File: config.mk
export PLATFORM = sky130hd
export DESIGN_NAME = dfr_node_sequencer
export DESIGN_NICKNAME = d
export VERILOG_FILES = /design/src/rtl/dfr_pkg.sv /design/src/rtl/dfr_cycle_timer.sv /design/src/rtl/dfr_node_sequencer.sv
export SDC_FILE = /design/constraint.sdc
export NUM_CORES = 1
export LEC_CHECK = 0
export ABC_AREA = 1
export BUFFER_PORTS_ARGS = -buffer_cell sky130_fd_sc_hd__buf_2
export CORE_UTILIZATION = 45
export DETAILED_ROUTE_END_ITERATION = 12
export PLACE_DENSITY = 0.73
export SLEW_MARGIN = 30
export SYNTH_ARGS = -nofsm -noshare
export SYNTH_HDL_FRONTEND = slang
export SYNTH_SLANG_ARGS = --single-unit
export TNS_END_PERCENT = 100
File: constraint.sdc
create_clock -name clk -period 1.6 [get_ports clk]
set_clock_uncertainty 0.2 [all_clocks]
set_input_delay 0.4 -clock clk [delete_from_list [all_inputs] [get_ports clk]]
set_output_delay 0.4 -clock clk [all_outputs]
set_load 0.01 [all_outputs]
File: src/rtl/dfr_pkg.sv
// Shared state encoding and default sizing for the delay-feedback reservoir node sequencer.
package dfr_pkg;

  typedef enum logic [2:0] {
    ST_IDLE   = 3'd0,
    ST_FETCH  = 3'd1,
    ST_DRIVE  = 3'd2,
    ST_SETTLE = 3'd3,
    ST_SAMPLE = 3'd4,
    ST_STORE  = 3'd5,
    ST_FINISH = 3'd6
  } dfr_state_e;

  localparam int DFR_NUM_NODES_DEF = 16;
  localparam int DFR_DATA_W_DEF    = 16;
  localparam int DFR_TIMEOUT_DEF   = 1024;
  localparam int DFR_ADDR_W        = 8;
  localparam int DFR_SETTLE_W      = 16;

  // The shared timer must hold both a full settle value and the timeout reload.
  function automatic int dfr_timer_width(input int timeout);
    int w;
    w = $clog2(timeout + 1);
    return (w > DFR_SETTLE_W) ? w : DFR_SETTLE_W;
  endfunction

endpackage

File: src/rtl/dfr_cycle_timer.sv
// Loadable down-counter; expired is high while the count sits at zero.
module dfr_cycle_timer
  import dfr_pkg::*;
#(
  parameter int WIDTH = DFR_SETTLE_W
) (
  input  logic             clk,
  input  logic             rst,
  input  logic             load,
  input  logic             enable,
  input  logic [WIDTH-1:0] load_value,
  output logic             expired
);

  logic [WIDTH-1:0] count_q;
  logic [WIDTH-1:0] count_d;

  always_comb begin
    count_d = count_q;
    if (load) begin
      count_d = load_value;
    end else if (enable && (count_q != '0)) begin
      count_d = count_q - 1'b1;
    end
  end

  always_ff @(posedge clk) begin
    if (rst) begin
      count_q <= '0;
    end else begin
      count_q <= count_d;
    end
  end

  assign expired = (count_q == '0);

endmodule

File: src/rtl/dfr_node_sequencer.sv
// Steps through the virtual reservoir nodes: fetch mask, drive DAC, settle, sample ADC, store.
module dfr_node_sequencer
  import dfr_pkg::*;
#(
  parameter int NUM_NODES      = DFR_NUM_NODES_DEF,
  parameter int DATA_W         = DFR_DATA_W_DEF,
  parameter int TIMEOUT_CYCLES = DFR_TIMEOUT_DEF
) (
  input  logic                  clk,
  input  logic                  rst,
  input  logic                  start,
  input  logic                  abort,
  input  logic [15:0]           settle_cycles,
  output logic [7:0]            mask_addr,
  input  logic [DATA_W-1:0]     mask_data,
  output logic [DATA_W-1:0]     dac_data,
  output logic                  dac_load,
  output logic                  adc_req,
  input  logic                  adc_ack,
  input  logic [DATA_W-1:0]     adc_data,
  output logic                  node_wr_en,
  output logic [7:0]            node_wr_addr,
  output logic [DATA_W-1:0]     node_wr_data,
  output logic                  busy,
  output logic                  done,
  output logic                  timeout_err
);

  localparam int         TMR_W    = dfr_timer_width(TIMEOUT_CYCLES);
  localparam logic [7:0] LAST_IDX = 8'(NUM_NODES - 1);

  dfr_state_e        state_q, state_d;
  logic [7:0]        idx_q;
  logic [15:0]       settle_q;
  logic [DATA_W-1:0] sample_q;
  logic [DATA_W-1:0] dac_data_q;
  logic              timeout_err_q;

  logic              tmr_load;
  logic              tmr_en;
  logic [TMR_W-1:0]  tmr_load_val;
  logic              tmr_expired;
  logic              capture;
  logic              timeout_hit;
  logic              sweep_accept;

  assign sweep_accept = (state_q == ST_IDLE) && start && !abort;

  dfr_cycle_timer #(
    .WIDTH(TMR_W)
  ) u_timer (
    .clk       (clk),
    .rst       (rst),
    .load      (tmr_load),
    .enable    (tmr_en),
    .load_value(tmr_load_val),
    .expired   (tmr_expired)
  );

  always_comb begin
    state_d      = state_q;
    tmr_load     = 1'b0;
    tmr_en       = 1'b0;
    tmr_load_val = '0;
    capture      = 1'b0;
    timeout_hit  = 1'b0;
    if ((state_q != ST_IDLE) && abort) begin
      state_d = ST_IDLE;
    end else begin
      case (state_q)
        ST_IDLE: begin
          if (sweep_accept) state_d = ST_FETCH;
        end
        ST_FETCH:  state_d = ST_DRIVE;
        ST_DRIVE: begin
          state_d      = ST_SETTLE;
          tmr_load     = 1'b1;
          tmr_load_val = TMR_W'(settle_q);
        end
        ST_SETTLE: begin
          tmr_en = 1'b1;
          // Reload for the ADC wait so SAMPLE lasts at most TIMEOUT_CYCLES cycles.
          if (tmr_expired) begin
            state_d      = ST_SAMPLE;
            tmr_load     = 1'b1;
            tmr_load_val = TMR_W'(TIMEOUT_CYCLES - 1);
          end
        end
        ST_SAMPLE: begin
          tmr_en = 1'b1;
          if (adc_ack) begin
            capture = 1'b1;
            state_d = ST_STORE;
          end else if (tmr_expired) begin
            timeout_hit = 1'b1;
            state_d     = ST_IDLE;
          end
        end
        ST_STORE:  state_d = (idx_q == LAST_IDX) ? ST_FINISH : ST_FETCH;
        ST_FINISH: state_d = ST_IDLE;
        default:   state_d = ST_IDLE;
      endcase
    end
  end

  always_ff @(posedge clk) begin
    if (rst) begin
      state_q       <= ST_IDLE;
      idx_q         <= '0;
      settle_q      <= '0;
      sample_q      <= '0;
      dac_data_q    <= '0;
      timeout_err_q <= 1'b0;
    end else begin
      state_q <= state_d;
      if (sweep_accept) begin
        idx_q         <= '0;
        settle_q      <= settle_cycles;
        timeout_err_q <= 1'b0;
      end
      if ((state_q == ST_DRIVE) && !abort) dac_data_q <= mask_data;
      if (capture) sample_q <= adc_data;
      if ((state_q == ST_STORE) && (state_d == ST_FETCH)) idx_q <= idx_q + 8'd1;
      if (timeout_hit) timeout_err_q <= 1'b1;
    end
  end

  // Strobes are gated so an abort or reset in the same cycle suppresses them.
  assign mask_addr    = (state_q == ST_FETCH) ? idx_q : 8'd0;
  assign dac_data     = dac_data_q;
  assign dac_load     = (state_q == ST_DRIVE) && !abort && !rst;
  assign adc_req      = (state_q == ST_SAMPLE);
  assign node_wr_en   = (state_q == ST_STORE) && !abort && !rst;
  assign node_wr_addr = idx_q;
  assign node_wr_data = sample_q;
  assign busy         = (state_q != ST_IDLE);
  assign done         = (state_q == ST_FINISH) && !abort && !rst;
  assign timeout_err  = timeout_err_q;

endmodule
==> impl_summary.txt <==
----------------------------------------------------
[Worst setup path]
  Ordered cell list for the critical path ... buf_6 > nor2_4 > nand2_2 > buf_6 > nand2_8 > nand2_2 > inv_2 > nand2_4 > buf_8 > nor2_4 > nor2_2 > nor2_1 > nor2_1
  Worst setup slack for register-to-register paths ... -0.56 ns
  Data required time of the critical path ... 1.63 ns
  Source of the worst register-to-register timing path ... state_q[1]
  Worst EP arrival ... 2.20 ns
  Cell count of the worst reg-to-reg path ... 13
  Category of the worst setup path capture point ... register
  Critical Setup Path Class ... reg2reg
  Category of cells accounting for the largest share of critical-path delay ... simple AND/OR/NAND/NOR gates
  Largest incremental delay on the critical path ... 0.38 ns
  Critical path buffers and inverters ... 4
  Crit Reg-Reg Endpoint ... u_timer.count_q[8]
  Standard cell with the maximum stage delay on the critical path ... dfxtp_4
  Max Fanout on Critical Path ... 8
  Crit start category ... register

[Die]
  Placeable core region ... 8300 um2
  Count of boundary I/O pins ... between 100 and 150
  Die Span X ... 95.1 um
  Rows ... 33
  Initial core utilization ... 47.0%
  Die Ht ... 95.1 um
  Area enclosed by the die boundary ... 9040 um2

[Clock tree]
  Clock slew at the register clock pins of the worst setup and hold paths ... 0.08 ns
  TritonCTS clock tree ... yes
  Total CTS buffers ... 9
  H-tree Lvls ... 3
  CTS Buffer Depth ... 2
  Hold-fix buffers at CTS ... 0
  Root Driver ... clkbuf_8
  Total number of clock tree sinks ... 76
  Source-to-sink clock delay at the later pin of the worst-skew pair ... 0.38 ns

[STA]
  Endpoints failing hold ... 0
  Transition at the pin with the smallest max-transition slack ... 0.370 ns
  Final period utilization ... 135%
  Setup ws final ... -0.564 ns
  Max-slew violation total from the final report ... 0
  # setup viols final ... 89
  Shortest period the worst path allows ... 2.16 ns
  Unrepaired setup endpoints after global routing ... yes
  Highest achievable clock rate ... 0.462 GHz
  Tightest slew margin relative to the limit ... around three quarters

[Drt]
  Vias per Instance ... 5.66
  Number of routed nets with antenna violations ... 0
  Routed wire length per instance ... 17.6 um
  Number of detailed-routing iterations run before antenna repair ... 5
  Via count ... around 5300
  Post-detailed-routing wire length ... approximately 16 mm
  Number of DRC markers after the initial detailed-route iteration ... 380
  DRC violation count after routing ... 0

[Power]
  Power density of the placed cells ... 1230 nW/um2
  Sw frac ... 41.2%
  Largest voltage drop on the vdd net ... 790 uV
  Combinational fraction of design power ... between 50% and 60%
  Leakage ... roughly 3.2 nW
  Sequential cell fraction of total power ... 27.2%
  P_int ... roughly 0.0047 W
  Clk pwr share ... 21.5%
  Switching power of the nets ... 0.00332 W

[Global route]
  GR Overflow Total ... 0
  Tot GR Track Use ... 28.1%
  Global-route wire length before repair ... a little under 20 mm
  Number of antenna violations at the first check in global routing ... 0
  Number of global-route vias before repair ... 4378
  Pin count of the biggest net entering global routing ... 29

[Synth]
  Yosys warning total ... 0
  Gate count of the mapped netlist ... roughly 620
  Post-synth cell types ... 28
  Portion of the post-synthesis area used by sequential elements ... 39.0%
  Number of flip-flops and latches in the synthesized netlist ... 76
  Post-synthesis cell area ... 3900 um2
  Post-Syn Nets ... 671
  Average footprint of a synthesized cell ... between 6 and 7 um2

[Cells and area]
  Final core utilization ... between 70% and 80%
  Synthesis-to-finish area growth ... 67.4%
  Number of nets in the final layout ... 877
  Diode insertion count for antenna repair ... 0
  Final-layout fill cell count ... 507
  Fraction of final layout cells sized beyond drive strength 1 ... 48.4%
  Number of standard cells in the final layout excluding fillers ... 930

[Placement]
  Post-Place Cells ... 873
  HPWL after detailed placement ... 7.99 mm
  Number of I/O port buffers ... 106
  Final weighted congestion in routability-driven placement ... 0.955

[Status]
  Status ... finished, violations left
  Violations in the final reports ... setup timing

[Run]
  Max-Cap Viols ... 0

[Worst hold path]
  Path class of the lowest-slack min-delay path ... in2reg
  Number of stages on the worst hold path ... 3
  Start point of the worst min-delay path ... mask_data[3]
  End point of the most critical hold path ... dac_data[3]

----------------------------------------------------
==> cell type report <==
class	instances	area, um2	share of cell area, %
flip-flops and latches	76	1540	23.6
well taps	105	131	2.01
inverters	55	251	3.85
clock buffers	12	155	2.38
clock inverters	3	68.8	1.05
multi-input cells	461	2670	40.9
repair buffers	218	1710	26.2
==> cell usage in the layout (no fill, tap or decap), types with 7 or more instances in the layout <==
master | Yosys | routed
a21oi_1 | 28 | 13
nor2_2 | 2 | 24
clkbuf_8 | 0 | 11
nor2_4 | 2 | 18
inv_1 | 47 | 37
buf_4 | 2 | 69
buf_12 | 0 | 7
o21ai_0 | 38 | 10
nand2_1 | 156 | 115
o21ai_1 | 2 | 17
buf_6 | 2 | 28
nand2_2 | 6 | 32
nor2_1 | 141 | 103
o21ai_2 | 0 | 13
nand3_1 | 61 | 46
dfxtp_1 | 76 | 67
buf_2 | 11 | 104
nand3_2 | 0 | 15
a21oi_2 | 0 | 15
inv_2 | 8 | 8
nand2_4 | 0 | 11
==> cell usage after synthesis (all sizes together) <==
library cell  instances  area, um2
a31oi                 1       6.26
a21oi                28        140
o211ai                1       7.51
nand3                61        305
nor2                147        604
nand4                 4       25.0
nor3                  4       25.0
ha                    3       37.5
or2                   1       6.26
clkbuf                6       22.5
nand3b                2       15.0
o21ai                40        200
dfxtp                76       1520
inv                  55        206
nand2               162        623
buf                  18        104
xor2                  5       43.8
nor4                  1       6.26
==> worst max-delay path by stage <==
| stage | from | to | slack [ns] | cells after the start |
|---|---|---|---|---|
| floorplan | rst | done | -0.03 | 4 |
| global placement | u_timer.count_q[8] | u_timer.count_q[6] | -0.16 | 10 |
| detailed placement | u_timer.count_q[1] | u_timer.count_q[4] | -0.23 | 12 |
| CTS | state_q[1] | done | -0.36 | 4 |
| global route | state_q[1] | u_timer.count_q[8] | -0.55 | 13 |
| finish | state_q[1] | u_timer.count_q[8] | -0.56 | 13 |
==> flip-flops by register name, indices dropped and copies added, names as in the netlist <==
name and cells:
settle_q 16, u_timer.count_q 16, node_wr_addr 8, dac_data 16, node_wr_data 16, state_q 3, timeout_err 1
==> metal layers <==
metal | GRT usage (%) | vias up | wire, um
met4 | 10.7 | 0 | 794
met5 | 0 | - | 0
met2 | 48.4 | 387 | 8070
met3 | 6.06 | 101 | 1480
li1 | - | 2350 | -
met1 | 34.0 | 2428 | 6010
==> cells by family (layout without fill, tap and decap cells) <==
family / after synthesis / in the layout / share of synthesized area [%]
compound gates: 70 / 70 / 9.08
flops: 76 / 76 / 39.0
buf+inv: 79 / 288 / 8.53
fa+ha+maj: 3 / 3 / 0.963
simple gates: 382 / 383 / 41.3
xor+xnor: 5 / 5 / 1.12
==> repair_timing <==
action | in CTS | in global routing
cloned | 5 | 7
pin swaps | 20 | 72
gates resized for setup | 97 | 177
endpoints found under the setup margin | 73 | 90
buffers inserted | 14 | 19
==> power groups by stage <==
stage	sequential, W	clock (W)	combinational (W)
4_1_cts	0.00215	0.00170	0.00316
3_3_place_gp	0.00217	0	0.00250
5_1_grt	0.00220	0.00182	0.00438
6_report	0.00219	0.00174	0.00413
2_1_floorplan	0.00220	0	0.00166
3_5_place_dp	0.00218	0	0.00256
==> worst reg2reg max path, stage by stage (launching register included) <==
cell,delay (ns)
dfxtp_4,0.38
buf_6,0.12
nor2_4,0.15
nand2_2,0.09
buf_6,0.14
nand2_8,0.09
nand2_2,0.06
inv_2,0.07
nand2_4,0.11
buf_8,0.17
nor2_4,0.10
nor2_2,0.05
nor2_1,0.20
nor2_1,0.10
==> stage by stage <==
| step | worst slack [ns] | total power, W | cell area [um2] | hold slack [ns] | setup TNS [ns] |
|---|---|---|---|---|---|
| finish | -0.564 | 0.00806 | 6530 | 0.0425 | -16.94 |
| global route | -0.548 | 0.00841 | 6530 | 0.0401 | -21.53 |
| CTS | -0.358 | 0.00700 | 5790 | 0.0650 | -5.77 |
| detailed placement | -0.232 | 0.00474 | 5020 | 0.252 | -5.96 |
| global placement | -0.156 | 0.00467 | 5020 | 0.246 | -4.29 |
| floorplan | -0.0325 | 0.00385 | 3950 | 0.255 | -0.160 |
Power figures use the tool's default switching activity.
